### config.mk
export PLATFORM = sky130hd
export DESIGN_NAME = program_counter_fetch
export DESIGN_NICKNAME = d
export VERILOG_FILES = /design/src/rtl/fetch_pkg.sv /design/src/rtl/fetch_target_check.sv /design/src/rtl/program_counter_fetch.sv
export SDC_FILE = /design/constraint.sdc
export NUM_CORES = 1
export LEC_CHECK = 0
export CAP_MARGIN = 20
export CORE_MARGIN = 2
export CORE_UTILIZATION = 39
export DETAILED_ROUTE_END_ITERATION = 10
export PLACE_DENSITY = 0.81
export SETUP_SLACK_MARGIN = 0.15
export SKIP_LAST_GASP = 1
export SYNTH_ARGS = -nofsm -noshare
export SYNTH_HDL_FRONTEND = slang
export SYNTH_HIERARCHICAL = 1
export SYNTH_SLANG_ARGS = --single-unit
### constraint.sdc
create_clock -name CLK -period 3.05 [get_ports CLK]
set_clock_uncertainty 0.2 [all_clocks]
set_input_delay 0.305 -clock CLK [delete_from_list [all_inputs] [get_ports CLK]]
set_output_delay 0.305 -clock CLK [all_outputs]
set_load 0.02 [all_outputs]
### src/rtl/fetch_pkg.sv
// Shared definitions for the fetch-address generator.
//  - fetch_state_t : BOOT / RUN / HALTED / TRAP encodings driven on STATE_PCF
//  - trap_cause_t  : trap cause codes driven on TRAP_CAUSE_PCF
//  - DEFAULT_RESET_VECTOR : default first fetch address
package fetch_pkg;

  typedef enum logic [1:0] {
    ST_BOOT   = 2'b00,
    ST_RUN    = 2'b01,
    ST_HALTED = 2'b10,
    ST_TRAP   = 2'b11
  } fetch_state_t;

  typedef enum logic [1:0] {
    CAUSE_NONE       = 2'b00,
    CAUSE_MISALIGNED = 2'b01,
    CAUSE_RANGE      = 2'b10
  } trap_cause_t;

  localparam logic [31:0] DEFAULT_RESET_VECTOR = 32'h0000_0000;

endpackage

### src/rtl/fetch_target_check.sv
// Combinational legality check for a candidate next-PC.
// Ports:
//  candidate [31:0] in  : proposed fetch byte address
//  carry            in  : carry out of the address computation (always out of range)
//  legal            out : candidate may be fetched
//  cause     [1:0]  out : trap cause when illegal (misaligned takes precedence)
module fetch_target_check
  import fetch_pkg::*;
#(
  parameter int unsigned IMEM_WORDS = 256
) (
  input  logic [31:0] candidate,
  input  logic        carry,
  output logic        legal,
  output logic [1:0]  cause
);

  // 34-bit compare so the carry and an IMEM_WORDS*4 of 2^32 both fit.
  localparam logic [33:0] LIMIT = 34'(IMEM_WORDS) * 34'd4;

  logic misaligned;
  logic out_of_range;

  assign misaligned   = (candidate[1:0] != 2'b00);
  assign out_of_range = ({1'b0, carry, candidate} >= LIMIT);

  always_comb begin
    legal = 1'b1;
    cause = CAUSE_NONE;
    if (misaligned) begin
      legal = 1'b0;
      cause = CAUSE_MISALIGNED;
    end else if (out_of_range) begin
      legal = 1'b0;
      cause = CAUSE_RANGE;
    end
  end

endmodule

### src/rtl/program_counter_fetch.sv
// Fetch-address generator feeding the instruction memory.
// Holds the architectural PC (driven on A_IM), advances by 4, stalls, redirects
// to branch/jump targets, traps on illegal fetch addresses and supports halt/resume.
// Ports:
//  CLK, RST_N (sync, active-low)
//  STALL_PCF, BR_TAKEN_PCF, BR_TARGET_PCF[31:0], HALT_PCF, RESUME_PCF : requests
//  A_IM[31:0]         : current PC / fetch address
//  PC_PLUS4_PCF[31:0] : A_IM + 4 (combinational, link value)
//  VALID_PCF          : A_IM holds an instruction to execute
//  STATE_PCF[1:0]     : BOOT / RUN / HALTED / TRAP
//  TRAP_CAUSE_PCF[1:0], TRAP_PC_PCF[31:0] : captured trap information
//  RETIRED_CNT_PCF[31:0] : PC updates performed in RUN
module program_counter_fetch
  import fetch_pkg::*;
#(
  parameter logic [31:0] RESET_VECTOR = DEFAULT_RESET_VECTOR,
  parameter int unsigned IMEM_WORDS   = 256
) (
  input  logic        CLK,
  input  logic        RST_N,
  input  logic        STALL_PCF,
  input  logic        BR_TAKEN_PCF,
  input  logic [31:0] BR_TARGET_PCF,
  input  logic        HALT_PCF,
  input  logic        RESUME_PCF,
  output logic [31:0] A_IM,
  output logic [31:0] PC_PLUS4_PCF,
  output logic        VALID_PCF,
  output logic [1:0]  STATE_PCF,
  output logic [1:0]  TRAP_CAUSE_PCF,
  output logic [31:0] TRAP_PC_PCF,
  output logic [31:0] RETIRED_CNT_PCF
);

  fetch_state_t state;
  trap_cause_t  trap_cause;
  logic [31:0]  pc;
  logic         valid;
  logic [31:0]  trap_pc;
  logic [31:0]  retired_cnt;

  logic [32:0]  seq_sum;
  logic         seq_legal;
  logic [1:0]   seq_cause;
  logic         br_legal;
  logic [1:0]   br_cause;

  logic         advance;
  logic         use_br;
  logic [31:0]  cand;
  logic         cand_legal;
  logic [1:0]   cand_cause;

  assign seq_sum = {1'b0, pc} + 33'd4;

  fetch_target_check #(.IMEM_WORDS(IMEM_WORDS)) u_seq_check (
    .candidate (seq_sum[31:0]),
    .carry     (seq_sum[32]),
    .legal     (seq_legal),
    .cause     (seq_cause)
  );

  fetch_target_check #(.IMEM_WORDS(IMEM_WORDS)) u_br_check (
    .candidate (BR_TARGET_PCF),
    .carry     (1'b0),
    .legal     (br_legal),
    .cause     (br_cause)
  );

  // Pick the candidate by priority; HALT in RUN suppresses any advance,
  // a redirect is taken even when STALL is asserted.
  always_comb begin
    advance = 1'b0;
    use_br  = 1'b0;
    case (state)
      ST_RUN: begin
        if (!HALT_PCF) begin
          if (BR_TAKEN_PCF) begin
            advance = 1'b1;
            use_br  = 1'b1;
          end else if (!STALL_PCF) begin
            advance = 1'b1;
          end
        end
      end
      ST_HALTED: advance = RESUME_PCF;
      default:   advance = 1'b0;
    endcase
    cand       = use_br ? BR_TARGET_PCF : seq_sum[31:0];
    cand_legal = use_br ? br_legal      : seq_legal;
    cand_cause = use_br ? br_cause      : seq_cause;
  end

  always_ff @(posedge CLK) begin
    if (!RST_N) begin
      state       <= ST_BOOT;
      pc          <= RESET_VECTOR;
      valid       <= 1'b0;
      trap_cause  <= CAUSE_NONE;
      trap_pc     <= '0;
      retired_cnt <= '0;
    end else begin
      case (state)
        ST_BOOT: begin
          state <= ST_RUN;
          valid <= 1'b1;
        end
        ST_RUN, ST_HALTED: begin
          if (state == ST_RUN && HALT_PCF) begin
            state <= ST_HALTED;
            valid <= 1'b0;
          end else if (advance) begin
            if (cand_legal) begin
              pc    <= cand;
              state <= ST_RUN;
              valid <= 1'b1;
              // Resume from HALTED moves the PC but is not a RUN update.
              if (state == ST_RUN) retired_cnt <= retired_cnt + 32'd1;
            end else begin
              state      <= ST_TRAP;
              valid      <= 1'b0;
              trap_pc    <= cand;
              trap_cause <= trap_cause_t'(cand_cause);
            end
          end
        end
        default: ; // TRAP is sticky until reset
      endcase
    end
  end

  assign A_IM            = pc;
  assign PC_PLUS4_PCF    = pc + 32'd4;
  assign VALID_PCF       = valid;
  assign STATE_PCF       = state;
  assign TRAP_CAUSE_PCF  = trap_cause;
  assign TRAP_PC_PCF     = trap_pc;
  assign RETIRED_CNT_PCF = retired_cnt;

endmodule

* Word-level counts from Yosys, hierarchy flattened
Index checks and enable logic that the tools add are counted.
** Cells by class
- Mux-type cells :: 26
- Multipliers :: 0
- $add $sub $neg :: 3
- Equal/unequal tests :: 3
- Divide/modulo/power cells :: 0
- Bitwise logic cells :: 2
- Magnitude comparators :: 2
- Shifts and indexed selects :: 0
- Reduce and logical (&&, ||, !) cells :: 10
** Operators with widths (count)
- $add 32x3->33 const B :: 1
- $ge 33x11->1 const B :: 1
- $add 32x1->32 const B :: 1
- $add 32x3->32 const B :: 1
- $ge 32x11->1 const B :: 1
- $mux 32 :: 1
- $mux 2 :: 8
- $mux 1 :: 14
- $reduce_and 4->1 :: 2
- $reduce_bool 2->1 :: 3
- $reduce_and 5->1 :: 1
- $pmux 1 s2 :: 2
- $pmux 2 s2 :: 1
- $ne 3x3->1 const B :: 1
- $eq 2x1->1 const B :: 1
- $eq 2x2->1 const B :: 1
- $logic_not 2->1 :: 1
- $not 1->1 :: 2
- $reduce_and 2->1 :: 1
- $reduce_or 2->1 :: 1
- $logic_and 1x1->1 :: 1
** Storage, ports and cells
- Logic and storage cells :: 52
- Input bits :: 38
- Bits in latches :: 0
- Output and inout bits :: 133
- Bits in registers :: 101
- ROM bits :: 0
- Memories kept :: 0
- Bits in writable memories :: 0

* Depth between registers and ports, before layout
Gate-level depths: netlist (run 1).
- Word-level depth :: 9
- Mapped depth :: 17
- Gate-level depth less buffers :: 13

* By module
Netlist (run 1), hierarchy kept.
** By module, submodules not included
- program_counter_fetch :: area each 5429.0 sq um, instances 1, sequential area each 2021.9 sq um, cells an instance 665
- fetch_target_check :: area each 75.1 sq um, instances 2, sequential area each 0.0 sq um, cells an instance 11

* Worst setup path before layout (run 1)
OpenSTA, ideal clock, no wires.
- Path type :: reg2reg
- Start :: register pc[5] (netlist: A_IM[5])
- End :: register pc[15] (netlist: A_IM[15])
- Clock period less this slack :: 3606 ps
- Path buffers :: 4
- Data required time :: 2733 ps
- Arrival time :: 3288 ps
- Setup time :: 117 ps
- Cell stages (with the launch flop) :: 16
- Setup slack :: -556 ps
- Cell sequence :: dfxtp_1 buf_2 and4_1 buf_2 nand4_4 nor2_2 and3_1 xor2_1 nor4_1 and4_1 and4b_1 mux2i_2 or3_1 buf_2 buf_2 a32o_1
** On the way
- Word-level cells in the longest chain between the ends :: 6
- Elaborated cells on any way between the ends :: 7
- Those cells by class :: add/sub: 1; order compare: 1; mux: 4; reduce/logical: 1
** RTL lines
- start: declaration :: RTL line program_counter_fetch.sv:37 : logic [31:0] pc;
- start signal: assignment :: RTL line program_counter_fetch.sv:114 : pc <= cand;
- $add 32x3->33 :: RTL line program_counter_fetch.sv:54 : assign seq_sum = {1'b0, pc} + 33'd4;
- net seq_sum[26] :: RTL line program_counter_fetch.sv:42 : logic [32:0] seq_sum;
- $ge 33x11->1 :: RTL line fetch_target_check.sv:25 : assign out_of_range = ({1'b0, carry, candidate} >= LIMIT);
- $mux 1 :: RTL line fetch_target_check.sv:33 : end else if (out_of_range) begin
- $mux 1 :: RTL line fetch_target_check.sv:30 : if (misaligned) begin
- net seq_legal :: RTL line program_counter_fetch.sv:43 : logic seq_legal;
- $mux 1 :: RTL line program_counter_fetch.sv:90 : cand_legal = use_br ? br_legal : seq_legal;
- $reduce_and 4->1 (no line)
The timed path passes the listed nets, and every way through them passes these cells.
A chain may end at the register's enable or synchronous reset.

* Worst setup path in the final report (run 1)
- Start :: register pc[8] (netlist: A_IM[8])
- End :: register pc[17] (netlist: A_IM[17])
** On the way
- Word-level cells in the longest chain between the ends :: 6
- Elaborated cells on any way between the ends :: 7
- Those cells by class :: add/sub: 1; order compare: 1; mux: 4; reduce/logical: 1
** RTL lines (RTL line)
- $add 32x3->33 :: program_counter_fetch.sv:54
- $ge 33x11->1 :: fetch_target_check.sv:25
- $mux 1 :: fetch_target_check.sv:33
- $mux 1 :: fetch_target_check.sv:30
- net seq_legal :: program_counter_fetch.sv:43
- $mux 1 :: program_counter_fetch.sv:90
- $reduce_and 4->1 (no line)
The timed path passes the listed nets, and every way through them passes these cells.

==> flow_metrics.env, run 1 <==
export IMPL_status="complete, but fails checks"
export IMPL_violations="negative setup slack"
export IMPL_clockRootBuffer="clkbuf_16"
export IMPL_gp_congestion=0.9527
export IMPL_drtIter0Drc=704
export IMPL_async_reset_ff_share_pct=0
export IMPL_n_fill_cell=975
export IMPL_slew_headroom_pct=54.53
export IMPL_crit_type="reg2reg"
export IMPL_drive_gt1_share_pct=34.98
export IMPL_post_route_min_period_ps=3772
export IMPL_fin_crit_sh_pct=123.7
export IMPL_required_ps=3070
export IMPL_dp_hpwl_mm=14.00
export IMPL_p_sw_share_pct=31.02
export IMPL_worstMarginPinSlew_ps=682.0
export IMPL_synth_seq_cells=101
export IMPL_initial_utilization_pct=40.04
export IMPL_clock_latency_ps=360
export IMPL_setup_viol=101
export IMPL_crit_fanout=9
export IMPL_io_buffers=170
export IMPL_fp_dieW_um=123.6
export IMPL_cp_arrival_ps=3790
export IMPL_n_antenna_cell=0
export IMPL_r2r_end="A_IM[17]"
export IMPL_p_sw_mw=1.078
export IMPL_synthDistinctLibCells=62
export IMPL_hold_depth=4
export IMPL_die_area_um2=15280
export IMPL_fin_setup_tns_ps=-57620
export IMPL_pwr_share_comb_pct=24.9
export IMPL_syn_num_nets=730
export IMPL_powerDensity_nw_per_um2=366.1
export IMPL_fin_ws_ps=-721.9
export IMPL_ys_warnings_count=6
export IMPL_power_leakage_nw=3.887
export IMPL_syn_area_um2=5579
export IMPL_r2r_slack_ps=-720
export IMPL_routed_wl_mm=24.00
export IMPL_worstSetupEndpointType="flip-flop"
export IMPL_drc_errors=0
export IMPL_grt_pass1_wl_mm=31.21
export IMPL_syn_to_final_growth_pct=70.22
export IMPL_syn_avg_cell_area_um2=8.121
export IMPL_firstDrtPassIters=6
export IMPL_h_tree_depth=3
export IMPL_whs_ps=218.9
export IMPL_hold_violations=0
export IMPL_layout_nets=991
export IMPL_io_pins=171
export IMPL_hold_end="A_IM[2]"
export IMPL_start_kind="flip-flop"
export IMPL_holdCritStartpoint="RST_N"
export IMPL_synth_edf_count=0
export IMPL_hold_class="in2reg"
export IMPL_synth_cells=687
export IMPL_track_usage_pct=26.51
export IMPL_grt_start_max_net_pins=45
export IMPL_rsz0062_at_grt="true"
export IMPL_vias=6734
export IMPL_yosysSeqAreaShare_pct=36.24
export IMPL_wire_per_inst_um=21.20
export IMPL_drv_slew=0
export IMPL_seqPwrFrac_pct=39.3
export IMPL_r2r_start="A_IM[8]"
export IMPL_final_util_pct=68.15
export IMPL_core_area_um2=13930
export IMPL_grt_overflow_total=0
export IMPL_die_h_um=123.6
export IMPL_reg2regPathDepth=15
export IMPL_clkSinkCount=101
export IMPL_cts_tree="done"
export IMPL_antenna_found_initial=0
export IMPL_internal_power_mw=2.399
export IMPL_rows=43
export IMPL_cts_buffers=9
export IMPL_via_per_inst=5.949
export IMPL_grt_pass1_vias=6033
export IMPL_drv_cap=0
export IMPL_clkPwrFrac_pct=35.8
export IMPL_ctsLongestPathBuffers=2
export IMPL_peakVddDrop_mv=0.2743
export IMPL_p_total_mw=3.477
export IMPL_synth_main_ff_cell="dfxtp_1"
export IMPL_clk_pin_slew_ps=70
export IMPL_fmax_mhz=265.1
export IMPL_ant_nets=0
export IMPL_pre_cts_ws_ps=-457.0
routing by layer:
metal / share of wire, % / track usage (%) / vias up
met3: 8.8 / 5.495 / 122
met5: 0 / 0 / -
met2: 48 / 43.23 / 436
met1: 38 / 33.98 / 3238
met4: 5.6 / 11.43 / 0
li1: - / - / 2938
area by class of cell:
class / instances / area, um^2 / area share [%]
clock inverters: 3 / 42.54 / 0.4480
inverters: 8 / 30.03 / 0.3162
clock buffers: 12 / 267.8 / 2.820
multi-input cells: 496 / 3789 / 39.89
repair buffers: 332 / 3098 / 32.62
flip-flops and latches: 101 / 2044 / 21.53
well taps: 180 / 225.2 / 2.372
cells in the mapped netlist (4+ instances only):
cell type | count | share of area, %
buf_1 | 5 | 0.34
nor3_1 | 8 | 0.72
ha_1 | 5 | 1.1
nor4_1 | 16 | 1.8
a311oi_1 | 5 | 0.78
nand4_1 | 25 | 2.8
a22oi_1 | 6 | 0.81
clkbuf_1 | 24 | 1.6
and3_1 | 11 | 1.2
mux2i_1 | 10 | 1.8
nand2_1 | 67 | 4.5
a21oi_1 | 30 | 2.7
nand2b_1 | 5 | 0.56
or2_2 | 4 | 0.45
or3_1 | 8 | 0.90
a32o_1 | 9 | 1.6
nor2_1 | 70 | 4.7
o211ai_1 | 6 | 0.81
nand3_1 | 48 | 4.3
and4_1 | 13 | 2.0
o31ai_1 | 4 | 0.54
o21ai_0 | 42 | 3.8
xor2_1 | 37 | 5.8
xnor2_1 | 13 | 2.0
and2_1 | 5 | 0.56
inv_1 | 8 | 0.54
dfxtp_1 | 101 | 36
buf_4 | 40 | 5.4
buf_2 | 15 | 1.3
flip-flops by register name, summed over array words and instances (netlist names):
name / count
A_IM: 32
RETIRED_CNT_PCF: 32
STATE_PCF: 2
TRAP_CAUSE_PCF: 2
TRAP_PC_PCF: 32
VALID_PCF: 1
stage by stage:
stage	std cells	cell area, um^2
finish	1132	9497
global route	1132	9497
CTS	1108	8755
detailed placement	1071	8064
global placement	1071	8064
floorplan	687	5761
repair_timing:
action / in CTS / in global routing
gates resized for setup: 71 / 138
cloned: 2 / 5
endpoints found under the setup margin: 115 / 113
hold buffers: 0 / 0
setup buffers: 20 / 19
pin swaps: 18 / 58
worst max path at each step:
stage | slack, ps | startpoint | cells after the start | to
CTS | -310 | A_IM[8] | 16 | RETIRED_CNT_PCF[2]
detailed placement | -460 | A_IM[8] | 15 | RETIRED_CNT_PCF[14]
global route | -740 | A_IM[8] | 15 | A_IM[17]
global placement | -400 | A_IM[8] | 14 | RETIRED_CNT_PCF[26]
floorplan | -220 | A_IM[5] | 16 | RETIRED_CNT_PCF[28]
finish | -720 | A_IM[8] | 15 | A_IM[17]
power groups by stage:
stage	Clock (mW)	Sequential (mW)	Combinational (mW)
after floorplan	0	1.43	0.399
final	1.25	1.37	0.866
after global placement	0	1.39	0.674
after CTS	1.23	1.36	0.718
after detailed placement	0	1.39	0.685
after global routing	1.29	1.37	0.912
critical path: stages, from the launching register on:
cell,delay (ps)
dfxtp_2,320
and4_1,200
buf_6,140
nand4_2,270
nor3_1,300
xor2_1,170
nor4_1,350
and4_1,280
and4b_2,310
mux2i_4,100
buf_6,150
nor3_4,260
buf_6,210
o21ai_1,90
a22oi_1,230
nor2_1,50
layout by cell type (no fill, tap or decap), drive strengths merged, types with 3 or more instances in the layout:
master and count:
mux2 3, nand3 50, a21oi 30, and3 11, inv 8, and4 13, nor3 9, a22oi 6
nor4 18, clkbuf 19, nand2 68, and2 5, dfxtp 101, o31ai 6, mux2i 11, a32o 9
nand4 28, o211ai 6, a311oi 5, a22o 3, nand2b 5, o21ai 42, or3 8, a211oi 3
xnor2 14, dlygate4sd2 10, ha 5, nor2 71, xor2 37, dlymetal6s2s 4, buf 162, or2 4
clkdlybuf4s50 149
cells by family after synthesis:
group                    share of synthesized area, %
XOR/XNOR                                        8.141
buffers and inverters                           9.217
AND/OR/NAND/NOR                                 27.81
multiplexers                                    2.646
AO/OA/AOI/OAI                                   14.76
adder cells (fa/ha/maj)                         1.121
other                                         0.06722
flip-flops                                      36.24
Note: power is estimated with default switching activity, not from simulation.
==> run 2: changes to the inputs <==
Settings changed: CTS_BUF_LIST set to sky130_fd_sc_hd__clkbuf_16, REMOVE_ABC_BUFFERS set to 1.
==> flow_metrics.env, run 2 (synthesized netlist as in run 1, its figures left out) <==
export IMPL_status="complete, but fails checks"
export IMPL_violations="negative setup slack"
export IMPL_syn_to_final_growth_pct=66.25
export IMPL_ant_nets=0
export IMPL_io_pins=171
export IMPL_p_sw_mw=1.091
export IMPL_worstMarginPinSlew_ps=578.1
export IMPL_wire_per_inst_um=20.73
export IMPL_whs_ps=257.3
export IMPL_layout_common_cells="clkdlybuf4s50_1 (148), buf_4 (131), dfxtp_1 (88)"
export IMPL_layout_cells_non_filler=1133
export IMPL_ctsHoldBuffers=0
export IMPL_crit_path_start="A_IM[13]"
export IMPL_endpoint="A_IM[17]"
export IMPL_firstDrtPassIters=6
export IMPL_die_h_um=123.6
export IMPL_p_sw_share_pct=31.73
export IMPL_grt_overflow_total=0
export IMPL_n_antenna_cell=0
export IMPL_clockRootBuffer="clkbuf_16"
export IMPL_drc_errors=0
export IMPL_vias=6775
export IMPL_track_usage_pct=28.69
export IMPL_fin_ws_ps=-621.0
export IMPL_via_per_inst=5.980
export IMPL_grt_start_max_net_pins=52
export IMPL_peakVddDrop_mv=0.6000
export IMPL_seqPwrFrac_pct=39.9
export IMPL_hold_violations=0
export IMPL_antenna_found_initial=0
export IMPL_power_leakage_nw=3.810
export IMPL_io_buffers=170
export IMPL_core_area_um2=13930
export IMPL_required_ps=3100
export IMPL_pwr_share_comb_pct=24.5
export IMPL_post_place_cells=1080
export IMPL_dp_hpwl_mm=14.35
export IMPL_initial_utilization_pct=40.04
export IMPL_layout_commonest_cell="clkdlybuf4s50_1"
export IMPL_cts_tree="done"
export IMPL_clk_pin_slew_ps=70
export IMPL_gp_congestion=0.9440
export IMPL_post_route_min_period_ps=3671
export IMPL_crit_fanout=6
export IMPL_h_tree_depth=3
export IMPL_drv_cap=0
export IMPL_worstSetupEndpointType="flip-flop"
export IMPL_grt_pass1_wl_mm=33.87
export IMPL_reg2regPathDepth=16
export IMPL_rsz0062_at_grt="true"
export IMPL_clkPwrFrac_pct=35.6
export IMPL_fp_dieW_um=123.6
export IMPL_hold_class="reg2reg"
export IMPL_drive_gt1_share_pct=32.00
export IMPL_r2r_slack_ps=-620
export IMPL_internal_power_mw=2.347
export IMPL_clock_latency_ps=370
export IMPL_drv_slew=0
export IMPL_fmax_mhz=272.4
export IMPL_slew_headroom_pct=61.05
export IMPL_powerDensity_nw_per_um2=370.6
export IMPL_start_kind="flip-flop"
export IMPL_cp_arrival_ps=3720
export IMPL_drtIter0Drc=632
export IMPL_fin_crit_sh_pct=120.4
export IMPL_r2r_end="A_IM[17]"
export IMPL_ctsLongestPathBuffers=2
export IMPL_die_area_um2=15280
export IMPL_crit_type="reg2reg"
export IMPL_routed_wl_mm=23.49
export IMPL_clkSinkCount=101
export IMPL_pre_cts_ws_ps=-541.3
export IMPL_setup_viol=100
export IMPL_layout_nets=991
export IMPL_grt_pass1_vias=6399
export IMPL_cts_buffers=9
export IMPL_rows=43
export IMPL_r2r_start="A_IM[13]"
==> run 2: final cells by class <==
| class | count | area (um^2) |
|---|---|---|
| fill | 981 | 4659 |
| multi-input combinational | 494 | 3596 |
| timing repair buffer | 334 | 3079 |
| sequential | 101 | 2038 |
| clock buffer | 9 | 225.2 |
| tap | 180 | 225.2 |
| clock inverter | 7 | 81.33 |
| inverter | 8 | 30.03 |
==> run 2: worst min path at each step <==
stage,depth (start not counted),from,endpoint
final,2,TRAP_PC_PCF[6],TRAP_PC_PCF[6]
after global routing,2,TRAP_PC_PCF[21],TRAP_PC_PCF[21]
after CTS,3,RST_N,RETIRED_CNT_PCF[18]
after detailed placement,2,TRAP_PC_PCF[6],TRAP_PC_PCF[6]
after global placement,2,TRAP_PC_PCF[6],TRAP_PC_PCF[6]
after floorplan,1,HALT_PCF,STATE_PCF[0]
==> run 2: worst max-delay path, cell delays in order, from the launching register on <==
cell     delay [ps]
dfxtp_2         350
and4_4          280
and4_4          240
buf_4           110
nand3_1          90
xor2_1          210
inv_1           120
nor4_2          300
and4_1          260
and4b_2         310
mux2i_4         100
buf_6           140
nor3_4          290
buf_6           200
o21ai_4          70
a22oi_2         220
nor2_1           70
==> run 2: per-layer routing <==
layer | track usage [%] | up-vias | part of all wire (%)
li1 | - | 2942 | -
met1 | 33.51 | 3198 | 37
met2 | 47.94 | 500 | 48
met3 | 8.608 | 135 | 10
met4 | 13.85 | 0 | 5.1
met5 | 0 | - | 0
==> run 2: through the flow <==
| stage | instance area (um^2) | utilization (%) | total power [mW] | setup TNS [ps] |
|---|---|---|---|---|
| 6_report | 9275 | 66.56 | 3.438 | -49630 |
| 5_1_grt | 9275 | 66.56 | 3.527 | -56290 |
| 4_1_cts | 8914 | 63.97 | 3.362 | -26730 |
| 3_5_place_dp | 8019 | 57.55 | 2.085 | -44760 |
| 3_3_place_gp | 8019 | 57.55 | 2.069 | -28890 |
| 2_1_floorplan | 5095 | - | 1.740 | -104700 |
==> run 2: what timing repair did <==
| action | CTS | global route |
|---|---|---|
| resized for setup | 152 | 63 |
| setup buffers | 22 | 10 |
| gates cloned | 4 | 1 |
| pin swaps | 56 | 29 |
| setup endpoints to repair | 120 | 115 |
==> run 2: power groups by stage <==
stage                     registers, mW  logic [mW]  clock network [mW]
after floorplan                    1.43       0.311                   0
after global placement             1.40       0.671                   0
after detailed placement           1.40       0.685                   0
after CTS                          1.37       0.766                1.23
after global routing               1.37       0.882                1.27
final                              1.37       0.843                1.22
==> variant (flow settings as in run 1) <==
Make the reset (`RST_N`) asynchronous in one clocked block.
--- a/src/rtl/program_counter_fetch.sv
+++ b/src/rtl/program_counter_fetch.sv
@@ -93,3 +93,3 @@
 
-  always_ff @(posedge CLK) begin
+  always_ff @(posedge CLK or negedge RST_N) begin
     if (!RST_N) begin
Function: differs if RST_N is asserted again (counterexample within 4 cycles, from zero or initial values and one cycle with RST_N low); with RST_N held inactive, the same outputs for 4 cycles.
==> variant against run 1 <==
  * The flow still finishes with violations (setup timing)
  * Fmax decreased by 5.6%
  * Final area increased by 7.4%
  * Wire length increased by 22%
  * Setup slack got worse by 0.22 ns
  * Synthesized area increased by 5.8%
  * Sequential cell count unchanged
  * Count of clock-buffer cells in the layout increased by 1
  * Critical path type unchanged
Power is not compared: it rests on default switching activity, and its combinational part moved more than twofold at a synthesized area within 25%.
==> variant: results (changes against run 1) <==
Seq/Total Area, Yosys 0.428 (+0.0656); Syn Nets 694 (-4.9%); Port Buffers 170 (unchanged); Clock Latency Late Sink 0.36 ns (about the same); Routed Wire Length 29,200 um (+22%); CTS buffer count 9 (unchanged); clock-pin slew on the worst setup and hold paths 0.08 ns; largest delay contributor family on the critical path simple AND/OR/NAND/NOR gates; fraction of layout cells with a size suffix above 1 0.378 (+0.0285); Netlist cell types 52 (-16%); Yosys warning count 6 (unchanged); largest net degree at the start of global routing 66 (+47%); leakage power 4.82 nW; Place WS -0.480 ns (-0.0231 ns); Root Driver clkbuf_16; initial antenna violation count 1 (+1); DR iter-0 viols 1,411 (+100%); violated checks setup timing; synth top area cells dfrtp_1, xnor2_1, buf_4; Layout Nets 1,016 (+2.5%); final worst slack -0.944 ns (-0.222 ns); setup violators final 103 (+2.0%); Pre-antenna DRT Iters 8 (+2); GP Congestion 0.922 (-3.3%); CP max FO 6 (-3); Synth async-reset ratio 1.00 (+1.00); Critical Path AT 4.03 ns (+0.24 ns); Slew Limit Headroom 0.389 (-0.157); DP HPWL 15,000 um (+7.0%); slowest stage delay, CP 0.46 ns (+0.11 ns); first-pass GRT wire length 37,800 um (+21%); number of H-tree levels 3 (unchanged); vias in the first global route 6,906 (+14%); status complete, but fails checks; VDD IR-drop max 0.000459 V; number of fill cells 915 (-6.2%); GRT Util Overall 0.298 (+0.0325); synth cell count leaders dfrtp_1, nand2_1, nor2_1; worst min path class input port to async pin; ys flop type dfrtp_1; Bufs on Longest Clock Path 2 (unchanged); Slowest-stage cell, CP xnor2_2; Vias per Instance 6.50 (+9.3%)
[variant: routing by layer]
metal	track usage	vias to the layer above	wire, um
li1	-	2956	-
met2	0.479	789	12900
met5	0	-	0
met4	0.181	0	2290
met1	0.371	3571	10700
met3	0.0595	245	3350
[variant: path summary, 6_finish.rpt]
kind / from / endpoint / slack (ns) / cells past startpoint
min reg2reg: RETIRED_CNT_PCF[31] / RETIRED_CNT_PCF[31] / 0.30 / 1
max: A_IM[5] / TRAP_PC_PCF[14] / -0.94 / 14
min: RST_N / A_IM[15] / 0.25 / 2
min in group CLK: RETIRED_CNT_PCF[31] / RETIRED_CNT_PCF[31] / 0.30 / 1
max reg2reg: A_IM[5] / TRAP_PC_PCF[14] / -0.94 / 14
max in group asynchronous: RST_N / RETIRED_CNT_PCF[6] / 1.64 / 3
[variant: worst register-to-register path: cells and delay by family, from the launching register on]
family          cells  cell delay [ns]
compound gates      2             0.62
mux                 1             0.34
xor+xnor            1             0.46
buf+inv             4             0.64
flops               1             0.40
simple gates        6             1.21
[variant: report_power, final]
group	switching (mW)	total [mW]	internal [mW]
clock	0.552	1.26	0.704
combinational	2.86	5.38	2.52
sequential	0.353	2.08	1.73
[variant: final cells by class]
| type | count | area [um^2] | area share |
|---|---|---|---|
| inverters | 15 | 56.3 | 0.00552 |
| repair buffers | 381 | 3400 | 0.334 |
| diodes | 1 | 2.50 | 0.000245 |
| clock buffers | 13 | 270 | 0.0265 |
| clock inverters | 3 | 42.5 | 0.00417 |
| flip-flops and latches | 101 | 2540 | 0.249 |
| multi-input cells | 465 | 3650 | 0.358 |
| well taps | 184 | 230 | 0.0226 |
[variant: logic make-up (layout without fill, tap and decap cells)]
| kind of cell | Yosys count | after routing | synth area share |
|---|---|---|---|
| AND/OR/NAND/NOR | 271 | 271 | 0.235 |
| multiplexers | 16 | 17 | 0.0305 |
| other | 1 | 2 | 0.000635 |
| buffers and inverters | 86 | 412 | 0.0829 |
| AO/OA/AOI/OAI | 112 | 112 | 0.125 |
| adder cells (fa/ha/maj) | 5 | 5 | 0.0106 |
| flip-flops | 101 | 101 | 0.428 |
| XOR/XNOR | 59 | 59 | 0.0875 |
[variant: timing repair]
action / 4_1_cts / 5_1_grt
cloned: 2 / 1
buffers inserted: 56 / 19
hold buffers: 1 / 0
gates resized for setup: 117 / 104
endpoints found under the hold margin: 36 / 0
pin swaps: 32 / 30
endpoints found under the setup margin: 119 / 118
[variant: stage by stage]
stage | area, um^2 | TNS, ns | instances | util
5_1_grt | 10200 | -80.94 | 1163 | 0.696
6_report | 10200 | -67.22 | 1163 | 0.696
3_3_place_gp | 8490 | -29.82 | 1067 | 0.580
2_1_floorplan | 6020 | -19.87 | 651 | -
4_1_cts | 9670 | -29.09 | 1142 | 0.660
3_5_place_dp | 8490 | -33.96 | 1067 | 0.580
